--- src/rtl/bit_serializer.sv ---
// bit_serializer: loads a W-bit word and shifts it out LSB first on 'a',
// followed by GAP idle cycles and a one-cycle 'done' pulse on normal completion.
module bit_serializer #(
  parameter int unsigned W   = 8,
  parameter int unsigned GAP = 3
) (
  input  logic         clk,
  input  logic         reset_n,
  input  logic         load,
  input  logic [W-1:0] din,
  input  logic         abort,
  output logic         ready,
  output logic         a,
  output logic         a_valid,
  output logic         done
);

  localparam int unsigned CW = (W > 1) ? $clog2(W) : 1;
  localparam int unsigned GW = (GAP > 0) ? $clog2(GAP + 1) : 1;
  localparam logic [CW-1:0] CNT_LAST = CW'(W - 1);
  localparam logic [GW-1:0] GAP_LAST = GW'((GAP > 0) ? (GAP - 1) : 0);

  typedef enum logic [1:0] {
    ST_IDLE  = 2'd0,
    ST_SHIFT = 2'd1,
    ST_GAP   = 2'd2
  } state_t;

  state_t         state_q, state_d;
  logic [W-1:0]   sreg_q, sreg_d;
  logic [CW-1:0]  cnt_q, cnt_d;
  logic [GW-1:0]  gcnt_q, gcnt_d;
  logic           fin_d;
  logic           ready_d, a_d, a_valid_d, done_d;

  // State, datapath and registered outputs; reset takes effect without a clock
  always_ff @(posedge clk or negedge reset_n) begin
    if (!reset_n) begin
      state_q <= ST_IDLE;
      sreg_q  <= '0;
      cnt_q   <= '0;
      gcnt_q  <= '0;
      ready   <= 1'b1;
      a       <= 1'b0;
      a_valid <= 1'b0;
      done    <= 1'b0;
    end else begin
      state_q <= state_d;
      sreg_q  <= sreg_d;
      cnt_q   <= cnt_d;
      gcnt_q  <= gcnt_d;
      ready   <= ready_d;
      a       <= a_d;
      a_valid <= a_valid_d;
      done    <= done_d;
    end
  end

  // Next-state and datapath update; abort overrides every other transition
  always_comb begin
    state_d = state_q;
    sreg_d  = sreg_q;
    cnt_d   = cnt_q;
    gcnt_d  = gcnt_q;
    fin_d   = 1'b0;
    unique case (state_q)
      ST_IDLE: begin
        if (load && !abort) begin
          state_d = ST_SHIFT;
          sreg_d  = din;
          cnt_d   = '0;
        end
      end
      ST_SHIFT: begin
        if (abort) begin
          state_d = ST_IDLE;
          cnt_d   = '0;
        end else begin
          sreg_d = {1'b0, sreg_q[W-1:1]};
          cnt_d  = cnt_q + CW'(1);
          if (cnt_q == CNT_LAST) begin
            cnt_d = '0;
            if (GAP > 0) begin
              state_d = ST_GAP;
              gcnt_d  = '0;
            end else begin
              state_d = ST_IDLE;
              fin_d   = 1'b1;
            end
          end
        end
      end
      ST_GAP: begin
        if (abort) begin
          state_d = ST_IDLE;
          gcnt_d  = '0;
        end else if (gcnt_q == GAP_LAST) begin
          state_d = ST_IDLE;
          gcnt_d  = '0;
          fin_d   = 1'b1;
        end else begin
          gcnt_d = gcnt_q + GW'(1);
        end
      end
      default: begin
        state_d = ST_IDLE;
      end
    endcase
  end

  // Output values for the upcoming cycle, decoded from the next state
  always_comb begin
    ready_d   = 1'b0;
    a_valid_d = 1'b0;
    a_d       = 1'b0;
    done_d    = fin_d;
    if (state_d == ST_IDLE) begin
      ready_d = 1'b1;
    end
    if (state_d == ST_SHIFT) begin
      a_valid_d = 1'b1;
      a_d       = sreg_d[0];
    end
  end

endmodule

--- config.mk ---
export PLATFORM = sky130hd
export DESIGN_NAME = bit_serializer
export DESIGN_NICKNAME = d
export VERILOG_FILES = /design/src/rtl/bit_serializer.sv
export SDC_FILE = /design/constraint.sdc
export NUM_CORES = 1
export LEC_CHECK = 0
export BUFFER_PORTS_ARGS = -buffer_cell sky130_fd_sc_hd__buf_2
export CORE_MARGIN = 3
export CORE_UTILIZATION = 41
export CTS_CLUSTER_SIZE = 10
export DETAILED_ROUTE_END_ITERATION = 7
export PLACE_DENSITY = 0.69
export SETUP_SLACK_MARGIN = 0.5
export SLEW_MARGIN = 25
export SYNTH_ARGS = -nofsm -noshare
export SYNTH_HDL_FRONTEND = slang
export SYNTH_SLANG_ARGS = --single-unit
--- constraint.sdc ---
create_clock -name clk -period 2.2 [get_ports clk]
set_input_delay 0.22 -clock clk [delete_from_list [all_inputs] [get_ports clk]]
set_output_delay 0.22 -clock clk [all_outputs]
set_load 0.02 [all_outputs]
==> Yosys cells after proc, flatten, opt, wreduce, memory -nomap -nowiden <==
Cells that the tools add are included.
{ "word_totals": {"ff_bits": 19, "input_bits": 12, "output_inout_bits": 4, "word_cells": 52} }
{ "op_classes": {"add_sub_neg": 2, "n_eq_ne": 8, "n_mux": 24, "n_reduce_logical": 9} }
{ "ops": {"columns": ["cell", "n"], "rows": [
  ["2-to-1 mux 2 bit", 9],
  ["2-to-1 mux 8 bit", 2],
  ["case mux 8 bit (2 select lines)", 1],
  ["2-to-1 mux 3 bit", 3],
  ["2-to-1 mux 1 bit", 6],
  ["!= test 2 bit (second input constant)", 3],
  ["case mux 2 bit (3 select lines)", 1],
  ["case mux 3 bit (2 select lines)", 1],
  ["AND reduction 3 bit", 2],
  ["== test 2 x 1 -> 1 bit (second input constant)", 2],
  ["== test 2 bit (second input constant)", 2],
  ["zero test 2 bit", 2],
  ["case mux 2 bit (2 select lines)", 1],
  ["nonzero test 2 bit", 2],
  ["adder 3 x 1 -> 3 bit (second input constant)", 1],
  ["== test 3 bit (second input constant)", 1],
  ["adder 2 x 1 -> 2 bit (second input constant)", 1],
  ["AND reduction 2 bit", 1],
  ["logical AND 1 bit", 1],
  ["zero test 1 bit", 1]
]} }

==> Logic depth before layout (Yosys ltp) <==
{ "depth": {"ltp_word": 6, "depth_mapped": 5, "ltp_nobuf": 5} }

==> Least setup slack after synthesis <==
No wires, ideal clock.
{ "synth_timing": {"kind": "reg2reg", "start": "register state_q[1]", "end": "register sreg_q[7]", "setup_time_ps": 121, "arrival_time_ps": 1201, "required_time_ps": 2079, "setup_slack_ps": 878, "stages_incl_launch_ff": 5, "n_path_buf": 1, "synth_period_minus_slack_ps": 1322, "path_cell_list": "dfrtp_1 -> buf_6 -> nor4b_4 -> nor2_2 -> a22o_1"} }
{ "synth_via": {"elab_chain_len": 3, "elab_cells_between_ends": 7, "cone_classes": "3 x eq/ne; 1 x mux; 3 x reduce/logical"} }
{ "synth_lines": {"columns": ["element", "line", "source"], "rows": [
  ["from (decl)", "29", "state_t state_q, state_d;"],
  ["from (signal assigned)", "48", "state_q <= state_d;"],
  ["== test 2 x 1 -> 1 bit or zero test 2 bit (tied branches)", "66", "unique case (state_q)"],
  ["!= test 2 bit (no line) or nonzero test 2 bit (tied branches)", null, null],
  ["AND reduction 3 bit (no line)", null, null],
  ["to (signal assigned)", "49", "sreg_q <= sreg_d;"],
  ["to (decl)", "30", "logic [W-1:0] sreg_q, sreg_d;"]
]} }
Several ways; a longest one is shown, not always the timed one.
A chain may end at the register's enable or synchronous reset.

==> Worst setup path after layout <==
{ "layout_timing": {"start": "register state_q[0]", "end": "register sreg_q[7]"} }
The elaborated chain is that of the path after synthesis.

==> flow_metrics.py <==
metrics = {
    "finish": {
        "drive_above_1_share": 0.320,
        "syn2layout_area_growth_pct": 14.8,
        "mostFrequentLayoutCells": "18 x dfrtp_1, 15 x nand2_1, 15 x buf_2",
        "diodes": 0,
        "final_common_cell": "dfrtp_1",
        "fin_util": 0.513,
        "stdcell_area_mm2": 0.00105,
        "fin_nets": 112,
    },
    "sta": {
        "hold_viol_final": 0,
        "final-setup-viol-count": 0,
        "rsz0062_at_grt": "false",
        "fmax_ghz": 0.654,
        "min_period_ps": 1530,
        "tightest_slew_ps": 522,
        "fin_skew_ps": 13.1,
        "slew_violations": 0,
        "finalCritPeriodShare": 0.695,
        "tns_ps": 0,
        "setup_ws_ps": 670,
        "slew_headroom": 0.652,
    },
    "route": {
        "drtPass1Iterations": 4,
        "vias_per_cell": 5.26,
        "drc": 0,
        "drtAntennaViolNets": 0,
        "vias": 652,
        "drt_wl_total_mm": 1.63,
        "drtIter0Drc": 10,
        "wire_per_inst_um": 13.2,
    },
    "clock_network": {
        "clkSinkCount": 19,
        "clk-insertion-delay-late_ps": 290,
        "htreeDepth": 1,
        "ctsResizeCount": 0,
        "clockRootBuffer": "clkbuf_4",
        "clk_path_buf_depth": 2,
        "clkTransAtPathRegs_ps": 110,
        "tritoncts": "done",
        "numCtsBuffers": 3,
    },
    "setup_path": {
        "worstRegToRegCells": 3,
        "cp.arrival_ps": 1730,
        "start_kind": "register",
        "slowest_stage": "dfrtp_1",
        "cp_num_buf_inv": 0,
        "endpoint_kind": "register",
        "crit_type": "register to register",
        "cp.required_ps": 2400,
        "reg2reg_slack_ps": 670,
        "path_cells": "nor3b_4 -> nor2_2 -> a22o_1",
        "worstReg2RegEnd": "sreg_q[7]",
        "critical_path.max_stage_delay_ps": 630,
        "cp_top_family": "flip-flops",
        "r2r-start": "state_q[0]",
        "cp_max_fo": 13,
    },
    "worst_hold_path": {
        "hp-class": "input port to register",
        "min_delay_path_depth": 3,
        "hp-start": "din[2]",
        "hold_end": "sreg_q[2]",
    },
    "placed_design": {
        "place.gp.congestion": 0.744,
        "hpwl_mm": 1.17,
        "place_area_um2": 987,
        "io_buffers": 15,
        "preCtsSetupSlack_ps": 627,
    },
    "yosys": {
        "synth_edf_count": 0,
        "synthArstFlopShare": 1.00,
        "synth_area_per_cell_um2": 11.7,
        "syn_inst": 78,
        "syn-num-nets": 92,
        "synth_ff_type": "dfrtp_1",
        "synth_cell_type_count": 30,
        "synth_seq_cells": 19,
        "netlist_area_um2": 912,
        "synth_seq_area_share": 0.523,
        "ys_warn_count": 0,
    },
    "floorplanning": {
        "io_pins": 16,
        "core_mm2": 0.00204,
        "dieArea_mm2": 0.00283,
        "die_w_um": 53.2,
        "rows": 16,
        "initial_core_util": 0.447,
        "dieHeight_um": 53.2,
    },
    "grt": {
        "grt_use_met2": 0.186,
        "antenna_found_initial": 0,
        "top_usage_layer": "met2",
        "grt_pass1_wl_mm": 2.70,
        "grt_overflow": 0,
        "gr-usage-all-layers": 0.135,
        "grt_pass1_vias": 616,
        "met3_usage": 0.0592,
        "grt_max_degree": 20,
        "grt_use_met1": 0.182,
    },
    "pwr": {
        "power_density_mw_per_mm2": 669,
        "vdd_ir_drop_max_uv": 314,
        "p_leak_nw": 0.500,
    },
    "job": {
        "drv_cap": 0,
    },
    "status": {
        "status": "complete, no violations",
    },
}
==> layout make-up <==
type	count	area, µm²
flip-flops and latches	19	477
clock inverters	1	5.00
well taps	27	33.8
repair buffers	19	108
multi-input cells	55	402
fillers	201	995
clock buffers	3	22.5
==> what timing repair did <==
item	4_1_cts	5_1_grt
endpoints found under the setup margin	0	1
endpoints found under the hold margin	18	0
hold buffers	1	0
setup buffers	0	3
==> state kept, by name, indices dropped and copies added (netlist names) <==
signal,count
ready,1
a_valid,1
sreg_q,8
done,1
a,1
cnt_q,3
state_q,2
gcnt_q,2
==> cells in the mapped netlist (all sizes together) (2+ instances only) <==
library cell   n  area (µm²)
a22o           4        35.0
ha             2        25.0
o21ai          4        20.0
nand2b         2        12.5
nor4b          4        56.3
nand2         15        56.3
buf            3        30.0
a22oi          6        45.0
dfrtp         18         450
nor2           2        10.0
mux2i          3        30.0
==> kinds of logic after synthesis <==
group                    share of synthesized area
AND/OR/NAND/NOR                              0.228
AO/OA/AOI/OAI                                0.140
flip-flops                                   0.523
buffers and inverters                       0.0370
multiplexers                                0.0453
adder cells (fa/ha/maj)                     0.0274
==> where the power goes <==
group	total, mW	internal [mW]	switching, mW
sequential	0.422	0.391	0.0302
clock	0.169	0.0676	0.101
combinational	0.110	0.0534	0.0567
total	0.701	0.512	0.188
==> worst max path at each step <==
stage	slack, ps	cells after the start	startpoint	to
floorplan	880	4	state_q[1]	sreg_q[7]
global placement	670	3	state_q[1]	sreg_q[7]
detailed placement	630	3	state_q[1]	sreg_q[7]
CTS	640	3	state_q[1]	sreg_q[7]
global route	530	4	state_q[1]	a
finish	670	3	state_q[0]	sreg_q[7]
==> metal layers <==
metal | part of all wire | routed length [µm]
met4 | 0.010 | 17
met3 | 0.061 | 100
met5 | 0 | 0
met2 | 0.43 | 707
met1 | 0.50 | 809
==> stage by stage <==
step	power [mW]	hold slack, ps	instances
finish	0.701	150	124
global route	0.750	144	124
CTS	0.709	138	121
detailed placement	0.534	184	116
global placement	0.531	183	116
floorplan	0.495	-75.6	78
==> worst min-delay path, cell delays in order <==
cell and delay, ps:
buf_2 80, a22oi_1 70, nand2_1 60
No activity file was read; power rests on OpenSTA's default activity.
